$ cat src/rtl/hc16x_counter.sv
`timescale 1ns/1ps
// hc16x_counter: parametrised modulo-N up/down counter keeping the 74HC161
// CEP/CET/PEN control set, with a cascadable TC and a sticky wrap flag OVF.
module hc16x_counter #(
  parameter int     WIDTH       = 4,
  parameter longint MODULUS     = 16,
  parameter longint RESET_VALUE = 0
) (
  input  logic             CP,
  input  logic             MR,
  input  logic             CEP,
  input  logic             CET,
  input  logic             PEN,
  input  logic             UP,
  input  logic [WIDTH-1:0] Dn,
  input  logic             OVF_CLR,
  output logic [WIDTH-1:0] Qn,
  output logic             TC,
  output logic             OVF
);

  localparam logic [WIDTH-1:0] MAX_VAL = WIDTH'(MODULUS - 1);
  localparam logic [WIDTH-1:0] RST_VAL = WIDTH'(RESET_VALUE);
  localparam logic [WIDTH-1:0] ZERO    = '0;
  localparam logic [WIDTH-1:0] ONE     = WIDTH'(1);

  if (WIDTH < 2 || WIDTH > 32) begin : g_bad_width
    $error("hc16x_counter: WIDTH=%0d outside 2..32", WIDTH);
  end
  if (MODULUS < 2 || MODULUS > (longint'(1) << WIDTH)) begin : g_bad_modulus
    $error("hc16x_counter: MODULUS=%0d outside 2..2**WIDTH", MODULUS);
  end
  if (RESET_VALUE < 0 || RESET_VALUE >= MODULUS) begin : g_bad_reset
    $error("hc16x_counter: RESET_VALUE=%0d not below MODULUS", RESET_VALUE);
  end

  logic [WIDTH-1:0] count_q, count_d;
  logic             ovf_q, ovf_d;
  logic [WIDTH-1:0] loadVal;
  logic             atTerminal;
  logic             countEn;
  logic             wrap;

  // A full binary modulus can never see an out-of-range load, so no clamp.
  if (MODULUS == (longint'(1) << WIDTH)) begin : g_no_clamp
    assign loadVal = Dn;
  end else begin : g_clamp
    assign loadVal = (Dn > MAX_VAL) ? MAX_VAL : Dn;
  end

  assign atTerminal = UP ? (count_q == MAX_VAL) : (count_q == ZERO);
  assign countEn    = CEP & CET;

  // Load beats count; a wrap sets OVF and beats a same-edge clear.
  always_comb begin
    count_d = count_q;
    ovf_d   = ovf_q;
    wrap    = 1'b0;
    if (!PEN) begin
      count_d = loadVal;
    end else if (countEn) begin
      wrap = atTerminal;
      if (UP) begin
        count_d = atTerminal ? ZERO : count_q + ONE;
      end else begin
        count_d = atTerminal ? MAX_VAL : count_q - ONE;
      end
    end
    if (wrap) begin
      ovf_d = 1'b1;
    end else if (OVF_CLR) begin
      ovf_d = 1'b0;
    end
  end

  always_ff @(posedge CP) begin
    if (MR) begin
      count_q <= RST_VAL;
      ovf_q   <= 1'b0;
    end else begin
      count_q <= count_d;
      ovf_q   <= ovf_d;
    end
  end

  assign Qn  = count_q;
  assign OVF = ovf_q;
  assign TC  = CET & atTerminal;

endmodule

$ cat config.mk
export PLATFORM = sky130hd
export DESIGN_NAME = hc16x_counter
export DESIGN_NICKNAME = d
export VERILOG_FILES = /design/src/rtl/hc16x_counter.sv
export SDC_FILE = /design/constraint.sdc
export NUM_CORES = 1
export LEC_CHECK = 0
export CAP_MARGIN = 0
export CORE_AREA = 2 2 39 41
export DETAILED_ROUTE_END_ITERATION = 10
export DIE_AREA = 0 0 41 43
export PLACE_DENSITY = 0.63
export SETUP_SLACK_MARGIN = 0.2
export SLEW_MARGIN = 30
export SYNTH_ARGS = -nofsm -noshare
export SYNTH_HDL_FRONTEND = slang
export SYNTH_SLANG_ARGS = --single-unit
$ cat constraint.sdc
create_clock -name CP -period 4.7 [get_ports CP]
set_input_delay 0.94 -clock CP [delete_from_list [all_inputs] [get_ports CP]]
set_output_delay 0.94 -clock CP [all_outputs]
set_load 0.01 [all_outputs]
==> results of run 1 <==
==> area by class of cell <==
type                    instances  area [um2]  share of cell area (%)
multi-input cells              42         272                    46.1
flip-flops and latches          5         100                    17.0
well taps                      16        20.0                    3.40
repair buffers                 16         160                    27.2
inverters                       3        11.3                    1.91
clock buffers                   4        26.3                    4.46
==> worst min-delay path, stage by stage, from the launching register on <==
cell and delay [ns]:
dfxtp_1 0.30, nand2b_1 0.06, a21oi_1 0.05
==> sequential cells by signal (all words and copies together), names as in the netlist <==
register / count
OVF: 1
Qn: 4
==> report_power, final <==
part | internal (mW) | switching [mW]
clock network | 0.0321 | 0.0179
logic | 0.0220 | 0.0159
registers | 0.0452 | 0.00517
total | 0.0994 | 0.0389
==> per-layer routing <==
| metal | wire (um) | global-route usage, % | share of wire [%] | vias up |
|---|---|---|---|---|
| met5 | 0 | 0 | 0 | - |
| li1 | - | - | - | 232 |
| met2 | 476 | 20.3 | 46 | 18 |
| met1 | 461 | 17.9 | 45 | 210 |
| met4 | 14 | 8.00 | 1.4 | 0 |
| met3 | 72 | 1.57 | 7.0 | 2 |
==> logic make-up after synthesis <==
logic type / count (synthesis) / synth area share [%]
mux: 1 / 2.48
fa+ha+maj: 2 / 6.19
buf+inv: 7 / 8.05
flops: 5 / 24.8
simple gates: 20 / 27.9
compound gates: 19 / 30.7
==> cells in the final DEF, fill, tap and decap left out, drive strengths merged <==
master,Yosys,final
a21oi,6,6
a221oi,1,1
a311o,1,1
a311oi,1,1
a31oi,3,3
and2,1,1
clkbuf,1,4
clkdlybuf4s50,0,16
dfxtp,5,5
ha,2,2
inv,3,3
mux2i,1,1
nand2,4,4
nand2b,3,3
nand3,1,1
nand4,1,1
nor2,2,2
nor2b,3,3
nor3,1,1
o211ai,1,1
o21ai,3,3
o21bai,1,1
o2bb2ai,1,1
o311ai,1,1
or3,2,2
or3b,1,1
or4,1,1
==> worst max-delay path by stage <==
| stage | start | to | slack (ns) | depth (start not counted) |
|---|---|---|---|---|
| floorplan | UP | TC | 1.86 | 4 |
| global placement | UP | TC | 0.88 | 5 |
| detailed placement | UP | TC | 0.84 | 5 |
| CTS | UP | TC | 0.83 | 5 |
| global route | UP | TC | 0.71 | 5 |
| finish | UP | TC | 0.84 | 5 |
==> results.yml, run 1 <==
cts:
  hold_buffers: 0
  cts_buffer_depth: 2
  cts_setup_buffers: 0
  cts_tree: "yes"
  cts_sinks: 5
  clock-root-buffer: "clkbuf_4"
  cts_made_buffers: 3
  worstSkewPairLatency_ns: 0.24
  cts_resized: 0
  cts.clk_slew.worst_paths_ns: 0.05
  htreeDepth: 1
sta:
  tns_ns: 0
  max-slew-margin-rel_pct: 79.1
  finClkSkew_ns: 0.00222
  period_share_pct: 82.2
  finalHoldViolCount: 0
  worst_pin_slew_ns: 0.313
  rsz0062_at_grt: "no"
  whs_ns: 0.470
  worst_slack_ns: 0.835
  period_minus_slack_ns: 3.86
  max_freq_mhz: 259
  slew_viol_final: 0
  finalSetupViolations: 0
worst_setup_path:
  critPathKind: "input port to output port"
  reg2reg_setup_slack_ns: 3.03
  worst_setup_path_end_kind: "output port"
  crit_slowest_cell: "clkdlybuf4s50_1"
  cpLargestDelayFamily: "buffers and inverters"
  worstReg2RegStart: "Qn[0]"
  cp.required_ns: 3.76
  worstReg2RegEnd: "Qn[0]"
  critPathLaunchType: "input port"
  path_buf_inv: 2
  critical_path_arrival_ns: 2.92
  cp_max_fo: 9
  reg2reg_depth: 6
  path_cells: "clkdlybuf4s50_1 > or3b_2 > o21ai_0 > and2_1 > clkdlybuf4s50_1"
  crit_top_cell: "clkdlybuf4s50_1"
  slowest_delay_ns: 0.56
final_layout:
  antenna_cells: 0
  fin_nets: 84
  drive_above_1_share_pct: 8.57
  final_cells: 86
  syn_to_final_growth_pct: 45.8
  final_area_um2: 589
  fillers: 154
  fin_util_pct: 42.6
synth:
  ys_top_cells_by_count: "a21oi_1 (6), dfxtp_1 (5), nand2_1 (4)"
  yosys.cell_count.top_type: "a21oi_1"
  postSynthCellCount: 54
  synthFlopType: "dfxtp_1"
  ys_seq_elements: 5
  synthArstFlopShare_pct: 0
  synth_edf_count: 0
  avgSynthCellArea_um2: 7.48
  synthesis.nets: 67
  synth_top_cell_area_share_pct: 24.8
  ys_types: 30
  yosysSeqAreaShare_pct: 24.8
  ys_top_cells_by_area: "dfxtp_1 (25%), a21oi_1 (7.4%), ha_1 (6.2%)"
  yosys.area.top_type: "dfxtp_1"
  ys_warn_count: 0
  synth_area_um2: 404
global_route:
  overflow: 0
  grtUsageTotal_pct: 13.6
  antenna_found_initial: 0
  grt_max_degree: 11
  grt_pass1_vias: 409
  grt_first_pass_wirelength_um: 1680
job:
  max_cap_viol_count: 0
route:
  wire_per_inst_um: 11.9
  num_vias: 462
  via_per_inst: 5.37
  drc: 0
  detail-route-antenna-nets: 0
  drt-total-wl_um: 1030
  drtPass1Iterations: 4
  drt_iter0_markers: 8
power:
  power.density_mw_per_mm2: 235
  ir_worst_vdd_mv: 0.0850
  p_total_mw: 0.138
  p_leak_nw: 0.209
floorplan:
  die_area_mm2: 0.00176
  die_height_um: 43
  die_w_um: 41
  initial_utilization_pct: 29.2
  coreArea_mm2: 0.00138
  fp-row-count: 14
  io_pins: 17
hold_path:
  hp-start: "OVF"
  hp-class: "flop to flop"
  hold_depth: 2
  hold_end: "OVF"
placed_design:
  placement.cell_area_um2: 563
  portBuffers: 16
  dp.cells: 82
  gp_congestion: 0.835
  dp_slack_ns: 0.841
  post-dp-hpwl_um: 779
outcome:
  status: "finished, final reports clean"
Power figures use the tool's default switching activity.
==> inputs of run 2 (changes only) <==
- clock period: 4.7 -> 3.7 ns (I/O delays scaled with it)
==> run 2 against run 1 <==
Utilization is 0.54 points higher. Power is 28% higher. Highest routed layer unchanged. Clock power is 29% higher.
==> results.yml, run 2 (synthesis gave the netlist of run 1 again) <==
outcome:
  status: "finished, final reports clean"
hold_path:
  hold_end: "OVF"
  hp-class: "flop to flop"
  hold_depth: 2
  hp-start: "OVF"
power:
  ir_worst_vdd_mv: 0.0926
  clkPwrFrac_pct: 36.3
  internal_power_mw: 0.127
  power.density_mw_per_mm2: 297
  sw_frac_of_total_pct: 28.5
  pwr-share-seq_pct: 36.2
  combPwrFrac_pct: 27.5
  switchingPower_mw: 0.0505
  p_leak_nw: 0.214
  p_total_mw: 0.177
worst_setup_path:
  reg2reg_depth: 6
  reg2reg_setup_slack_ns: 2.01
  worstReg2RegEnd: "Qn[0]"
  worst_setup_path_end_kind: "output port"
  critical_path_arrival_ns: 2.53
  cp_max_fo: 2
  critPathKind: "input port to output port"
  cp.required_ns: 2.96
  worstReg2RegStart: "Qn[0]"
  critPathLaunchType: "input port"
floorplan:
  die_w_um: 41
  initial_utilization_pct: 29.2
  coreArea_mm2: 0.00138
  die_height_um: 43
  die_area_mm2: 0.00176
  io_pins: 17
  fp-row-count: 14
final_layout:
  mostFrequentLayoutCells: "clkdlybuf4s50_1 (16), a21oi_1 (6), dfxtp_1 (5), nand2_1 (4)"
  syn_to_final_growth_pct: 47.7
  fin_nets: 85
  antenna_cells: 0
  layout_commonest_cell: "clkdlybuf4s50_1"
  largest_reg_flops: 4
  drive_above_1_share_pct: 9.86
cts:
  cts_setup_buffers: 0
  htreeDepth: 1
  cts_tree: "yes"
  cts_buffer_depth: 2
  cts.clk_slew.worst_paths_ns: 0.04
  cts_resized: 0
  worstSkewPairLatency_ns: 0.24
  cts_sinks: 5
  cts_made_buffers: 3
  clock-root-buffer: "clkbuf_4"
  hold_buffers: 0
sta:
  finalSetupViolations: 0
  finalHoldViolCount: 0
  max-slew-margin-rel_pct: 79.5
  rsz0062_at_grt: "no"
  period_share_pct: 88.3
  finClkSkew_ns: 0.00248
  tns_ns: 0
  period_minus_slack_ns: 3.27
  slew_viol_final: 0
  max_freq_mhz: 306
  worst_pin_slew_ns: 0.308
global_route:
  grt_max_degree: 11
  grt_pass1_vias: 348
  grt_first_pass_wirelength_um: 1530
  antenna_found_initial: 0
  grtUsageTotal_pct: 13.0
  overflow: 0
route:
  drtPass1Iterations: 4
  drc: 0
  wire_per_inst_um: 11.7
  detail-route-antenna-nets: 0
  num_vias: 452
  via_per_inst: 5.20
  drt_iter0_markers: 5
  drt-total-wl_um: 1020
placed_design:
  post-dp-hpwl_um: 737
  gp_congestion: 0.849
  portBuffers: 16
job:
  max_cap_viol_count: 0
## run 2: cell types whose count changed in the layout (fill, tap and decap cells not counted)
cell   change
buf_4      +1
## run 2: worst max-delay path: stages
cell,delay (ns)
clkdlybuf4s50_1,0.42
or3b_2,0.46
o21ai_0,0.23
and2_1,0.16
clkdlybuf4s50_1,0.52
## run 2: metal layers
metal / global-route usage, % / part of all wire, %
met1: 16.9 / 45
met3: 2.09 / 7.3
met5: 0 / 0
met4: 10.0 / 1.4
met2: 18.1 / 47
## run 2: worst max path at each step
stage / startpoint / to / depth (start not counted)
global placement: UP / TC / 5
finish: UP / TC / 5
detailed placement: UP / TC / 5
CTS: UP / TC / 5
global route: UP / TC / 5
floorplan: UP / TC / 4
## run 2: final cells by class
type / instances / area, um2
Clock buffer: 4 / 26.3
Fill cell: 147 / 787
Inverter: 3 / 11.3
Sequential cell: 5 / 100
Multi-Input combinational cell: 42 / 272
Timing Repair Buffer: 17 / 168
Tap cell: 16 / 20.0
## run 2: through the flow
stage               area (um2)  cells  hold WS [ns]  utilization, %  setup slack [ns]
floorplan                  404     54         0.487               -              1.26
finish                     597     87         0.467            43.1             0.433
global route               597     87         0.501            43.1             0.316
global placement           571     83         0.461            41.2             0.452
CTS                        597     87         0.471            43.1             0.421
detailed placement         571     83         0.462            41.2             0.421
## run 2: power groups by stage
stage                     Clock [mW]  Combinational (mW)  Sequential, mW
after floorplan                    0              0.0275          0.0632
after global placement             0              0.0488          0.0650
after detailed placement           0              0.0486          0.0651
after CTS                     0.0677              0.0490          0.0641
after global routing          0.0714              0.0537          0.0651
final                         0.0644              0.0488          0.0643
==> inputs of run 3 (changes only) <==
- CTS_CLUSTER_DIAMETER: default -> 100
==> results of run 3 <==
Final layout, timing and power as in run 2 (identical DEF).
